<file path="src/rtl/ifetch_queue.sv">
// ifetch_queue: instruction fetch stage between the PC register and decode.
// It issues one instruction-memory read at a time (req/gnt/rvalid), steps the
// PC register with a one-cycle pc_advance strobe, and buffers the returned
// words together with their PCs in a DEPTH-entry FIFO. A flush discards
// everything that is queued or in flight.
//
// Handshakes:
//   imem:   a request is accepted in a cycle with imem_req && imem_gnt.
//           imem_addr is held stable while imem_req is high. Exactly one
//           response (imem_rvalid) follows each accepted request.
//           Before a grant, the request may be withdrawn on flush.
//   decode: the head entry is consumed in a cycle with
//           instr_valid && decode_ready (and no flush).
module ifetch_queue #(
  parameter int DEPTH  = 2,
  parameter int ADDR_W = 32,
  parameter int DATA_W = 32
) (
  input  logic              clk,
  input  logic              rst,
  input  logic [ADDR_W-1:0] pc_in,
  output logic              pc_advance,
  input  logic              flush,
  output logic              imem_req,
  output logic [ADDR_W-1:0] imem_addr,
  input  logic              imem_gnt,
  input  logic              imem_rvalid,
  input  logic [DATA_W-1:0] imem_rdata,
  output logic              instr_valid,
  output logic [DATA_W-1:0] instr,
  output logic [ADDR_W-1:0] instr_pc,
  input  logic              decode_ready,
  output logic [1:0]        dbg_state_o
);

  localparam int PTR_W = $clog2(DEPTH);
  localparam int CNT_W = $clog2(DEPTH) + 1;

  localparam logic [1:0] S_IDLE = 2'd0;
  localparam logic [1:0] S_REQ  = 2'd1;
  localparam logic [1:0] S_WAIT = 2'd2;
  localparam logic [1:0] S_DROP = 2'd3;

  logic [1:0]        state_q, state_d;
  logic [ADDR_W-1:0] addr_q, addr_d;
  logic [DATA_W-1:0] data_q [DEPTH];
  logic [ADDR_W-1:0] epc_q  [DEPTH];
  logic [PTR_W-1:0]  rd_ptr_q, wr_ptr_q;
  logic [CNT_W-1:0]  count_q;
  logic              push, pop;

  assign imem_req    = (state_q == S_REQ);
  assign imem_addr   = addr_q;
  assign instr_valid = (count_q != '0);
  assign instr       = data_q[rd_ptr_q];
  assign instr_pc    = epc_q[rd_ptr_q];
  assign dbg_state_o = state_q;

  // Flush wins over a same-cycle pop; the whole FIFO is dropped instead.
  assign pop = instr_valid && decode_ready && !flush;

  // Fetch FSM next state, PC strobe and FIFO push decision.
  always_comb begin
    state_d    = state_q;
    addr_d     = addr_q;
    pc_advance = 1'b0;
    push       = 1'b0;
    case (state_q)
      S_IDLE: begin
        // Only issue when a slot is guaranteed for the response.
        if (!flush && (count_q < CNT_W'(DEPTH))) begin
          addr_d  = pc_in;
          state_d = S_REQ;
        end
      end
      S_REQ: begin
        if (imem_gnt && !flush) begin
          pc_advance = 1'b1;
          state_d    = S_WAIT;
        end else if (imem_gnt) begin
          // Granted but already stale: swallow the response.
          state_d = S_DROP;
        end else if (flush) begin
          // Nothing committed yet, so the request can simply be withdrawn.
          state_d = S_IDLE;
        end
      end
      S_WAIT: begin
        if (imem_rvalid) begin
          push    = !flush;
          state_d = S_IDLE;
        end else if (flush) begin
          state_d = S_DROP;
        end
      end
      S_DROP: begin
        if (imem_rvalid) state_d = S_IDLE;
      end
      default: state_d = S_IDLE;
    endcase
  end

  // FSM state and captured fetch address.
  always_ff @(posedge clk) begin
    if (!rst) begin
      state_q <= S_IDLE;
      addr_q  <= '0;
    end else begin
      state_q <= state_d;
      addr_q  <= addr_d;
    end
  end

  // FIFO storage, pointers and occupancy; flush empties it in one edge.
  always_ff @(posedge clk) begin
    if (!rst) begin
      rd_ptr_q <= '0;
      wr_ptr_q <= '0;
      count_q  <= '0;
      for (int i = 0; i < DEPTH; i++) begin
        data_q[i] <= '0;
        epc_q[i]  <= '0;
      end
    end else if (flush) begin
      rd_ptr_q <= '0;
      wr_ptr_q <= '0;
      count_q  <= '0;
    end else begin
      if (push) begin
        data_q[wr_ptr_q] <= imem_rdata;
        epc_q[wr_ptr_q]  <= addr_q;
        wr_ptr_q         <= wr_ptr_q + PTR_W'(1);
      end
      if (pop) rd_ptr_q <= rd_ptr_q + PTR_W'(1);
      case ({push, pop})
        2'b10:   count_q <= count_q + CNT_W'(1);
        2'b01:   count_q <= count_q - CNT_W'(1);
        default: count_q <= count_q;
      endcase
    end
  end

endmodule
</file>
<file path="config.mk">
export PLATFORM = sky130hd
export DESIGN_NAME = ifetch_queue
export DESIGN_NICKNAME = d
export VERILOG_FILES = /design/src/rtl/ifetch_queue.sv
export SDC_FILE = /design/constraint.sdc
export NUM_CORES = 1
export LEC_CHECK = 0
export ABC_AREA = 1
export CORE_MARGIN = 2
export CORE_UTILIZATION = 45
export CTS_BUF_LIST = sky130_fd_sc_hd__clkbuf_16
export CTS_CLUSTER_DIAMETER = 200
export DETAILED_ROUTE_END_ITERATION = 12
export PLACE_DENSITY_LB_ADDON = 0.3
export SYNTH_ARGS = -nofsm -noshare
export SYNTH_HDL_FRONTEND = slang
export SYNTH_SLANG_ARGS = --single-unit
export TNS_END_PERCENT = 1
</file>
<file path="constraint.sdc">
create_clock -name clk -period 2.7 [get_ports clk]
set_input_delay 0.27 -clock clk [delete_from_list [all_inputs] [get_ports clk]]
set_output_delay 0.27 -clock clk [all_outputs]
set_load 0.01 [all_outputs]
</file>
# After elaboration in Yosys (flattened, before gate mapping)
# Memories as Yosys holds them, arrays and structs flattened. A register that Yosys moved wholly into a read port is not among the register bits.
# Index checks and enable logic that the tools add are counted.
# word_totals
ramBits	128
n_memories	2
out_inout_bits	101
word_cells	63
register_bits	38
# mem_list
memory	words	width	read_ports	rd_ports_with_merged_regs	write_ports	line	text
data_q	2	32	1	1	2	46	logic [DATA_W-1:0] data_q [DEPTH];
epc_q	2	32	1	1	2	47	logic [ADDR_W-1:0] epc_q [DEPTH];
# op_classes
eq_ne	9
bitwise_logic	1
reduce_logical	13
order_cmp	1
addsub	4
muxes	28
# op_table
cell	n
$mux 32	2
$reduce_or 32->1	2
$mux 1	17
$mux 2	7
$pmux 2 s4	1
$eq 2x2->1 const B	3
$eq 2x1->1 const B	2
$logic_and 1x1->1	4
$ne 2x2->1 const B	2
$ne 4x2->1 const B	1
$pmux 2 s2	1
$reduce_and 4->1	1
$reduce_bool 2->1	2
$ne 3x3->1 const B	1
$add 1x1->1 const B	2
$add 2x1->2 const B	1
$logic_not 2->1	1
$lt 2x2->1 const B	1
$reduce_and 2->1	1
$reduce_or 2->1	1
$sub 2x1->2 const B	1
$logic_not 1->1	1
$not 1->1	1

# Logic depth before layout (Yosys ltp)
# Gate-level depths: netlist of run 1.
# logic_depth
depth_word	9
mapped_depth	10

# Worst setup path after synthesis of run 1
# No wires, ideal clock.
# synth_timing
kind	reg2reg
startpoint	register state_q[1], in the netlist dbg_state_o[1]
endpoint	memory data_q[0][0] (enable)
setup_slack_ns	-0.216
n_path_buf	2
arrival_ns	2.492
required_ns	2.276
stages_incl_launch_ff	7
synth_period_minus_slack_ns	2.916
path_cell_list	dfxtp_1 nand3_2 nor2_2 nand3_1 buf_4 buf_6 nand2_1
# synth_rtl
element	line	text
start, declared	44	logic [1:0] state_q, state_d;
start signal, assigned	109	state_q <= state_d;
end, declared	46	

==> results of run 1 <==
final timing paths:
path	endpoint	slack, ns
max	instr_pc[30]	0.42
min	imem_addr[7]$_SDFFE_PN0P_	0.47
max reg2reg	data_q[1][20]$_SDFFCE_PN0P_	0.77
min reg2reg	flip-flop	0.48
per-stage QoR:
stage          setup TNS, ns  cells
6_report                   0    952
5_1_grt                    0    952
4_1_cts                    0    952
3_5_place_dp               0    920
3_3_place_gp               0    920
2_1_floorplan         -13.83    582
cell families after synthesis:
family / count (synthesis)
AOI/OAI and AO/OA: 76
adders and majority gates: 1
buffers and inverters: 108
DFF: 167
muxes: 64
and+or+nand+nor: 166
critical path, stage by stage (launching register included):
cell and delay (ns):
dfxtp_2 0.34, buf_12 0.28, mux2_2 0.38, clkdlybuf4s50_1 0.51
registers in the layout (all words and copies together) (netlist names), named ones only:
register / flops
count_q: 2
data_q: 64
dbg_state_o: 2
epc_q: 64
imem_addr: 32
rd_ptr_q: 1
wr_ptr_q: 1
placed cells by master (no fill, tap or decap), drive strengths merged:
cell type and instances:
clkinv 9, mux2 64, buf 11, ha 1, dfxtp 39, o21ai 36
bufinv 1, inv 80, nand2 15, clkbuf 17, nand3 9, clkinvlp 2
nor2 142, edfxtp 128, a21oi 40, clkdlybuf4s50 170
power breakdown:
part | switching, mW | internal (mW) | leakage, nW
clock network | 0.940 | 1.25 | 0.263
registers | 0.107 | 2.97 | 1.64
logic | 0.570 | 0.550 | 1.65
routing by layer:
| metal | GRT usage, % | part of all wire [%] | vias up |
|---|---|---|---|
| li1 | - | - | 2281 |
| met1 | 20.8 | 41 | 2235 |
| met2 | 32.2 | 50 | 156 |
| met3 | 5.76 | 6.7 | 24 |
| met4 | 7.82 | 1.9 | 0 |
| met5 | 0 | 0 | - |
final cells by class:
class	instances	area [sq um]
fill	1185	5780
sequential	167	4630
multi-input combinational	307	1850
timing repair buffer	181	1830
clock buffer	17	425
inverter	77	289
tap	188	235
clock inverter	15	110
==> flow_metrics.env, run 1 <==
export IMPL_htree_num_levels=4
export IMPL_final_cell_area_sq_mm=0.00937
export IMPL_core_region_area_sq_mm=0.0151
export IMPL_synth_nets=653
export IMPL_place_congestion=0.823
export IMPL_synth_cell_type_count=19
export IMPL_cts_hold_buf=0
export IMPL_drt_initial_drc_count=153
export IMPL_row_count=45
export IMPL_peakVddDrop_mv=0.447
export IMPL_crit_path_end_kind="output pin"
export IMPL_period_share_pct=84.4
export IMPL_wl_microns=14700
export IMPL_io_buffers=170
export IMPL_setup_viol=0
export IMPL_grt_pass1_wl_microns=23100
export IMPL_grt_usage_pct=18.4
export IMPL_ios=171
export IMPL_max_freq_mhz=439
export IMPL_yosysMostFrequentCell="edfxtp_1"
export IMPL_antenna_cells=0
export IMPL_synth_top_area_share_pct=55.4
export IMPL_clkSinkCount=167
export IMPL_die_height_microns=128
export IMPL_viasPerCell=4.93
export IMPL_slew_headroom_pct=46.8
export IMPL_finalClockSkew_ns=0.00641
export IMPL_syn_inst=582
export IMPL_clock_latency_ns=0.42
export IMPL_clkSlewWorstSetupHoldPaths_ns=0.06
export IMPL_grt_ovfl_total=0
export IMPL_syn_avg_cell_area_sq_um=11.9
export IMPL_rsz0062_at_grt="false"
export IMPL_wl_per_cell_microns=15.4
export IMPL_post_cts_buffers=0
export IMPL_rr_worst_depth=6
export IMPL_yosys_most_used_dff="edfxtp_1"
export IMPL_synthMuxAreaShare_pct=10.4
export IMPL_path_class="flip-flop to output pin"
export IMPL_tightest_slew_ns=0.799
export IMPL_synth_edf_count=128
export IMPL_fin_util_pct=61.9
export IMPL_antenna_found_initial=0
export IMPL_grt_pass1_vias=4886
export IMPL_synth_area_sq_mm=0.00694
export IMPL_synth_common_cells="128 x edfxtp_1, 121 x nor2_1, 75 x inv_1, 64 x mux2_2, 40 x a21oi_1"
export IMPL_cp_arrival_ns=2.01
export IMPL_whs_path_depth=3
export IMPL_total_power_mw=6.39
export IMPL_ant_nets=0
export IMPL_drive_above_1_share_pct=17.4
export IMPL_via_count=4696
export IMPL_tritoncts="built"
export IMPL_ys_seq_elements=167
export IMPL_cts_root_buf="clkbuf_16"
export IMPL_powerDensity_mw_per_mm2=682
export IMPL_detail_route_drc_violations=0
export IMPL_synth_top_family_by_area="multiplexers"
export IMPL_finalCriticalPeriod_ns=2.28
export IMPL_ys_seq_area_share_pct=66.7
export IMPL_area_growth_pct=35.1
export IMPL_yosys_area_top_type="edfxtp_1"
export IMPL_place_ws_ns=0.435
export IMPL_cts_buffer_depth=2
export IMPL_cts_resized_gates=0
export IMPL_grt_max_degree=65
export IMPL_critPathRequiredTime_ns=2.43
export IMPL_dieArea_sq_mm=0.0164
export IMPL_start_util_pct=45.8
export IMPL_numCtsBuffers=17
export IMPL_place_area_sq_mm=0.00883
export IMPL_dp_hpwl_microns=9650
export IMPL_whs_ns=0.474
export IMPL_hold_start="pc_in[7]"
export IMPL_status="finished clean"
export IMPL_yosys_area_share_simple_pct=10.0
export IMPL_hp_class="primary input to flip-flop"
export IMPL_slew_viol_final=0
export IMPL_leakage_nw=3.55
export IMPL_synth_warnings=0
export IMPL_synth_area_leaders="edfxtp_1 55%, dfxtp_1 11%, mux2_2 10%"
export IMPL_setup_ws_ns=0.421
export IMPL_synthArstFlopShare_pct=0
export IMPL_path_max_fanout=64
export IMPL_r2r_start="dbg_state_o[0]$_SDFFE_PN0P_"
export IMPL_cp_start_kind="flip-flop"
export IMPL_die_w_microns=128
export IMPL_hold_viol=0
export IMPL_first_pass_iters=4
export IMPL_nets=822
export IMPL_synth_adder_area_share_pct=0.180
export IMPL_synthXorXnorAreaFrac_pct=0
export IMPL_synth_compound_area_share_pct=5.48
export IMPL_drv_cap=0
(Power assumes the default switching activity.)
==> run 2: changes to the inputs <==
==> constraint.sdc (replaced) <==
create_clock -name clk -period 2.05 [get_ports clk]
set_input_delay 0.205 -clock clk [delete_from_list [all_inputs] [get_ports clk]]
set_output_delay 0.205 -clock clk [all_outputs]
set_load 0.01 [all_outputs]
==> run 2 against run 1 <==
  * Clock skew up 0.0031 ns
  * Register-to-register slack worse by 0.49 ns
  * Die area unchanged
  * Via count down 0.26%
  * Core utilization up 0.45 points
  * First-iteration DRC count up 65%
  * Combinational power up 28%
  * Power up 37%
  * Wire length up 0.47%
  * Flip-flop and latch count unchanged
  * Critical endpoint is now instr_pc[24]
  * Highest routed layer unchanged
==> flow_metrics.env, run 2 (synthesized netlist as in run 1, its figures left out) <==
export IMPL_hold_viol=0
export IMPL_wl_microns=14700
export IMPL_layout_commonest_cell="edfxtp_1"
export IMPL_cts_root_buf="clkbuf_16"
export IMPL_grt_pass1_wl_microns=23400
export IMPL_cts_hold_buf=0
export IMPL_drt_initial_drc_count=253
export IMPL_place_congestion=0.819
export IMPL_status="finished clean"
export IMPL_leakage_nw=3.77
export IMPL_grt_usage_pct=18.8
export IMPL_path_class="flip-flop to output pin"
export IMPL_area_growth_pct=36.0
export IMPL_drv_cap=0
export IMPL_cts_buffer_depth=2
export IMPL_numCtsBuffers=17
export IMPL_via_count=4684
export IMPL_setup_viol=0
export IMPL_total_power_mw=8.73
export IMPL_fin_tns_setup_ns=0
export IMPL_dp_hpwl_microns=9550
export IMPL_highest_layer="met4"
export IMPL_powerDensity_mw_per_mm2=925
export IMPL_ios=171
export IMPL_drive_above_1_share_pct=18.0
export IMPL_first_pass_iters=4
export IMPL_rr_worst_depth=8
export IMPL_slowest_stage="dfxtp_4"
export IMPL_htree_num_levels=4
export IMPL_critical_path_depth=3
export IMPL_nets=823
export IMPL_slew_headroom_pct=76.9
export IMPL_layout_common_cells="128 x edfxtp_1, 121 x nor2_1, 106 x clkdlybuf4s50_1"
export IMPL_grt_pass1_vias=4844
export IMPL_die_height_microns=128
export IMPL_antenna_found_initial=0
export IMPL_wl_met3_microns=1190
export IMPL_cts_resized_gates=66
export IMPL_cp_cell_sequence="buf_12 -> mux2_2 -> dlygate4sd2_1"
export IMPL_io_buffers=170
export IMPL_cp_arrival_ns=1.72
export IMPL_peakVddDrop_mv=0.702
export IMPL_finalCriticalPeriod_ns=1.93
export IMPL_hp_class="primary input to flip-flop"
export IMPL_tritoncts="built"
export IMPL_clkSinkCount=167
export IMPL_cp_start_kind="flip-flop"
export IMPL_finalClockSkew_ns=0.00955
export IMPL_start_util_pct=45.8
export IMPL_die_w_microns=128
export IMPL_tightest_slew_ns=0.347
export IMPL_post_cts_buffers=0
export IMPL_clkSlewWorstSetupHoldPaths_ns=0.06
export IMPL_rsz0062_at_grt="false"
export IMPL_crit_path_end_kind="output pin"
export IMPL_whs_path_depth=3
export IMPL_max_freq_mhz=519
export IMPL_clock_latency_ns=0.43
export IMPL_wl_met2_microns=7320
export IMPL_detail_route_drc_violations=0
export IMPL_row_count=45
export IMPL_critPathRequiredTime_ns=1.85
export IMPL_dieArea_sq_mm=0.0164
export IMPL_m1WireLength_microns=6050
export IMPL_path_buf_inv=2
export IMPL_critPathMaxStageDelay_ns=0.42
export IMPL_antenna_cells=0
export IMPL_path_max_fanout=27
export IMPL_period_share_pct=94.0
export IMPL_slew_viol_final=0
export IMPL_wl_per_cell_microns=15.5
export IMPL_viasPerCell=4.92
export IMPL_grt_max_degree=65
export IMPL_grt_ovfl_total=0
export IMPL_ant_nets=0
export IMPL_core_region_area_sq_mm=0.0151
export IMPL_cpLargestDelayFamily="buffers and inverters"
[run 2: cell count changes in the layout (fill, tap and decap cells not counted), sizes merged, moves of 2 or more]
cell	previous run	this run
clkdlybuf4s50	170	106
clkbuf	17	19
dlygate4sd2	0	64
clkinvlp	2	4
clkinv	9	3
[run 2: path summary, 6_finish.rpt]
check	to	slack, ns	startpoint
max	instr_pc[24]	0.12	flip-flop
min	imem_addr[2]$_SDFFE_PN0P_	0.40	pc_in[2]
max reg2reg	count_q[1]$_SDFFE_PP0P_	0.28	dbg_state_o[1]$_SDFFE_PN0P_
min reg2reg	rd_ptr_q$_SDFFE_PP0P_	0.47	rd_ptr_q$_SDFFE_PP0P_
[run 2: layout make-up]
| class | count | area, sq um |
|---|---|---|
| fill | 1207 | 5710 |
| sequential | 167 | 4630 |
| multi-input combinational | 307 | 1850 |
| timing repair buffer | 182 | 1820 |
| clock buffer | 19 | 475 |
| inverter | 77 | 289 |
| tap | 188 | 235 |
| clock inverter | 13 | 140 |
[run 2: where the power goes]
group	leakage [nW]	switching (mW)	internal [mW]	total, mW
clock network	0.293	1.31	1.95	3.26
logic	1.84	0.741	0.685	1.43
registers	1.65	0.136	3.91	4.05
total	3.77	2.19	6.55	8.73
[run 2: per-stage QoR]
step	worst slack, ns	instances	cell area [sq um]	util [%]	hold slack (ns)
after detailed placement	0.0275	920	8870	58.6	0.462
after floorplan	-0.241	582	6950	-	0.384
after global routing	0.0492	953	9440	62.3	0.410
after global placement	0.0787	920	8870	58.6	0.459
final	0.124	953	9440	62.3	0.401
after CTS	0.0912	953	9440	62.3	0.380
[run 2: worst register-to-register path: cells and delay by family, from the launching register on]
kind	cells	cell delay, ns
adder cells (fa/ha/maj)	1	0.34
flip-flops	1	0.48
buffers and inverters	1	0.08
AO/OA/AOI/OAI	2	0.20
AND/OR/NAND/NOR	4	0.57
[run 2: per-layer routing]
| layer | vias to the layer above | GRT usage, % |
|---|---|---|
| li1 | 2282 | - |
| met1 | 2222 | 21.0 |
| met2 | 165 | 33.2 |
| met3 | 15 | 7.14 |
| met4 | 0 | 6.27 |
| met5 | - | 0 |
==> run 3: changes to the inputs <==
--- a/config.mk
+++ b/config.mk
@@ -12,7 +12,7 @@
 export CTS_CLUSTER_DIAMETER = 200
 export DETAILED_ROUTE_END_ITERATION = 12
 export PLACE_DENSITY_LB_ADDON = 0.3
+export SLEW_MARGIN = 0
 export SYNTH_ARGS = -nofsm -noshare
 export SYNTH_HDL_FRONTEND = slang
 export SYNTH_SLANG_ARGS = --single-unit
-export TNS_END_PERCENT = 1
==> run 3 against run 2 <==
  * Cell count up 0.31%
  * Register-to-register slack worse by 0.03 ns
  * Largest power group unchanged
  * Largest cell class unchanged
  * Wire length up 0.57%
  * Die area unchanged
  * Combinational power about the same
  * Clock-buffer cell count down 2
  * Worst hold slack worse by 0.00062 ns
  * Final area up 0.23%
  * Critical path type unchanged
  * Sequential share of layout area down 0.11 points
  * Clock skew down 0.0021 ns
  * Fmax down 0.34%
==> flow_metrics.env, run 3 (synthesized netlist as in run 1, its figures left out) <==
export IMPL_clkSlewWorstSetupHoldPaths_ns=0.06
export IMPL_die_height_microns=128
export IMPL_cp_arrival_ns=1.73
export IMPL_p_switching_mw=2.12
export IMPL_grt_pass1_wl_microns=23100
export IMPL_rsz0062_at_grt="false"
export IMPL_clkSinkCount=167
export IMPL_leakage_nw=3.80
export IMPL_grt_pass1_vias=4768
export IMPL_row_count=45
export IMPL_grt_max_degree=65
export IMPL_dieArea_sq_mm=0.0164
export IMPL_crit_path_end_kind="output pin"
export IMPL_r2r_slack_ns=0.25
export IMPL_rr_endpoint="count_q[1]$_SDFFE_PP0P_"
export IMPL_place_congestion=0.824
export IMPL_nets=826
export IMPL_finalClockSkew_ns=0.00747
export IMPL_grt_usage_pct=18.7
export IMPL_seqPwrFrac_pct=46.3
export IMPL_first_pass_iters=6
export IMPL_path_max_fanout=24
export IMPL_seq_area_sq_mm=0.00463
export IMPL_numCtsBuffers=17
export IMPL_drv_cap=0
export IMPL_p_int_mw=6.62
export IMPL_post_cts_buffers=0
export IMPL_status="finished clean"
export IMPL_rr_worst_depth=8
export IMPL_drt_initial_drc_count=210
export IMPL_finalCriticalPeriod_ns=1.93
export IMPL_clock_latency_ns=0.43
export IMPL_core_region_area_sq_mm=0.0151
export IMPL_setup_ws_ns=0.117
export IMPL_place_ws_ns=-0.0249
export IMPL_detail_route_drc_violations=0
export IMPL_ios=171
export IMPL_pwr_share_clk_pct=37.3
export IMPL_multiInputGateArea_sq_mm=0.00185
export IMPL_powerDensity_mw_per_mm2=924
export IMPL_start_util_pct=45.8
export IMPL_period_share_pct=94.3
export IMPL_combPwrFrac_pct=16.3
export IMPL_io_buffers=170
export IMPL_slew_viol_final=0
export IMPL_drive_above_1_share_pct=17.8
export IMPL_tightest_slew_ns=0.455
export IMPL_dp_hpwl_microns=9760
export IMPL_ant_nets=0
export IMPL_cp_start_kind="flip-flop"
export IMPL_fin_util_pct=62.5
export IMPL_antenna_found_initial=0
export IMPL_wl_microns=14800
export IMPL_r2r_start="dbg_state_o[1]$_SDFFE_PN0P_"
export IMPL_whs_path_depth=3
export IMPL_setup_viol=0
export IMPL_fillers=1207
export IMPL_hp_class="primary input to flip-flop"
export IMPL_worstHoldEndpoint="imem_addr[29]$_SDFFE_PN0P_"
export IMPL_critPathRequiredTime_ns=1.85
export IMPL_cts_buffer_depth=2
export IMPL_tritoncts="built"
export IMPL_switching_share_pct=24.3
export IMPL_viasPerCell=4.85
export IMPL_area_growth_pct=36.3
export IMPL_wl_per_cell_microns=15.5
export IMPL_slew_headroom_pct=69.6
export IMPL_via_count=4635
export IMPL_layout_commonest_cell="edfxtp_1"
export IMPL_antenna_cells=0
export IMPL_cts_root_buf="clkbuf_16"
export IMPL_die_w_microns=128
export IMPL_stdcell_count=956
export IMPL_post_place_cells=923
export IMPL_grt_ovfl_total=0
export IMPL_hold_start="pc_in[29]"
export IMPL_hold_viol=0
export IMPL_path_class="flip-flop to output pin"
export IMPL_htree_num_levels=4
export IMPL_layout_common_cells="128 x edfxtp_1, 121 x nor2_1, 106 x clkdlybuf4s50_1"
export IMPL_peakVddDrop_mv=0.645
export IMPL_max_freq_mhz=517
run 3: cell types whose count changed in the layout (fill, tap and decap cells not counted), sizes merged:
cell	previous run	this run
buf	12	15
clkinv	3	6
bufinv	2	4
clkbuf	19	17
inv	81	79
clkinvlp	4	3
dlygate4sd2	64	63
dlymetal6s2s	0	1
run 3: power groups by stage:
stage,registers (mW),clock network [mW],logic (mW)
6_report,4.05,3.26,1.43
5_1_grt,4.08,3.45,1.56
4_1_cts,4.05,3.33,1.45
3_5_place_dp,4.12,0,1.48
3_3_place_gp,4.10,0,1.45
2_1_floorplan,4.17,0,0.624
run 3: how the worst max path moves through the flow:
stage | endpoint | slack (ns) | cells after the start
after floorplan | data_q[0][0]$_SDFFCE_PN0P_ | 0.1 | 6
after global placement | count_q[1]$_SDFFE_PP0P_ | 0.07 | 9
after detailed placement | count_q[1]$_SDFFE_PP0P_ | -0.02 | 9
after CTS | instr_pc[13] | -0.09 | 3
after global routing | instr[31] | 0.05 | 3
final | instr[12] | 0.12 | 3
run 3: worst max-delay path, cell delays in order, from the launching register on:
cell and delay, ns:
dfxtp_4 0.42, buf_12 0.21, mux2_2 0.37, dlygate4sd2_1 0.29
run 3: repair_timing:
| action | CTS | global route |
|---|---|---|
| cloned | 1 | 0 |
| resized for setup | 68 | 1 |
| hold buffers | 0 | 0 |
| setup endpoints to repair | 64 | 1 |
run 3: cell type report:
cell class,count,share of cell area [%]
clock buffer,17,4.50
clock inverter,15,1.96
inverter,77,3.06
multi-input combinational,307,19.6
sequential,167,48.9
tap,188,2.49
timing repair buffer,185,19.5
run 3: per-layer routing:
metal  wire (microns)  up-vias  track usage [%]
li1                 -     2293                -
met1             6130     2184             21.0
met2             7310      142             32.6
met3             1190       16             6.93
met4              208        0             6.85
met5                0        -                0
run 3: metrics by stage:
stage          hold slack, ns  TNS [ns]  power, mW  instance area [sq um]
6_report                0.400         0       8.74                   9460
5_1_grt                 0.408         0       9.09                   9460
4_1_cts                 0.373   -0.0871       8.83                   9460
3_5_place_dp            0.467   -0.0249       5.60                   8880
3_3_place_gp            0.455         0       5.56                   8880
2_1_floorplan           0.384         0       4.80                   6950
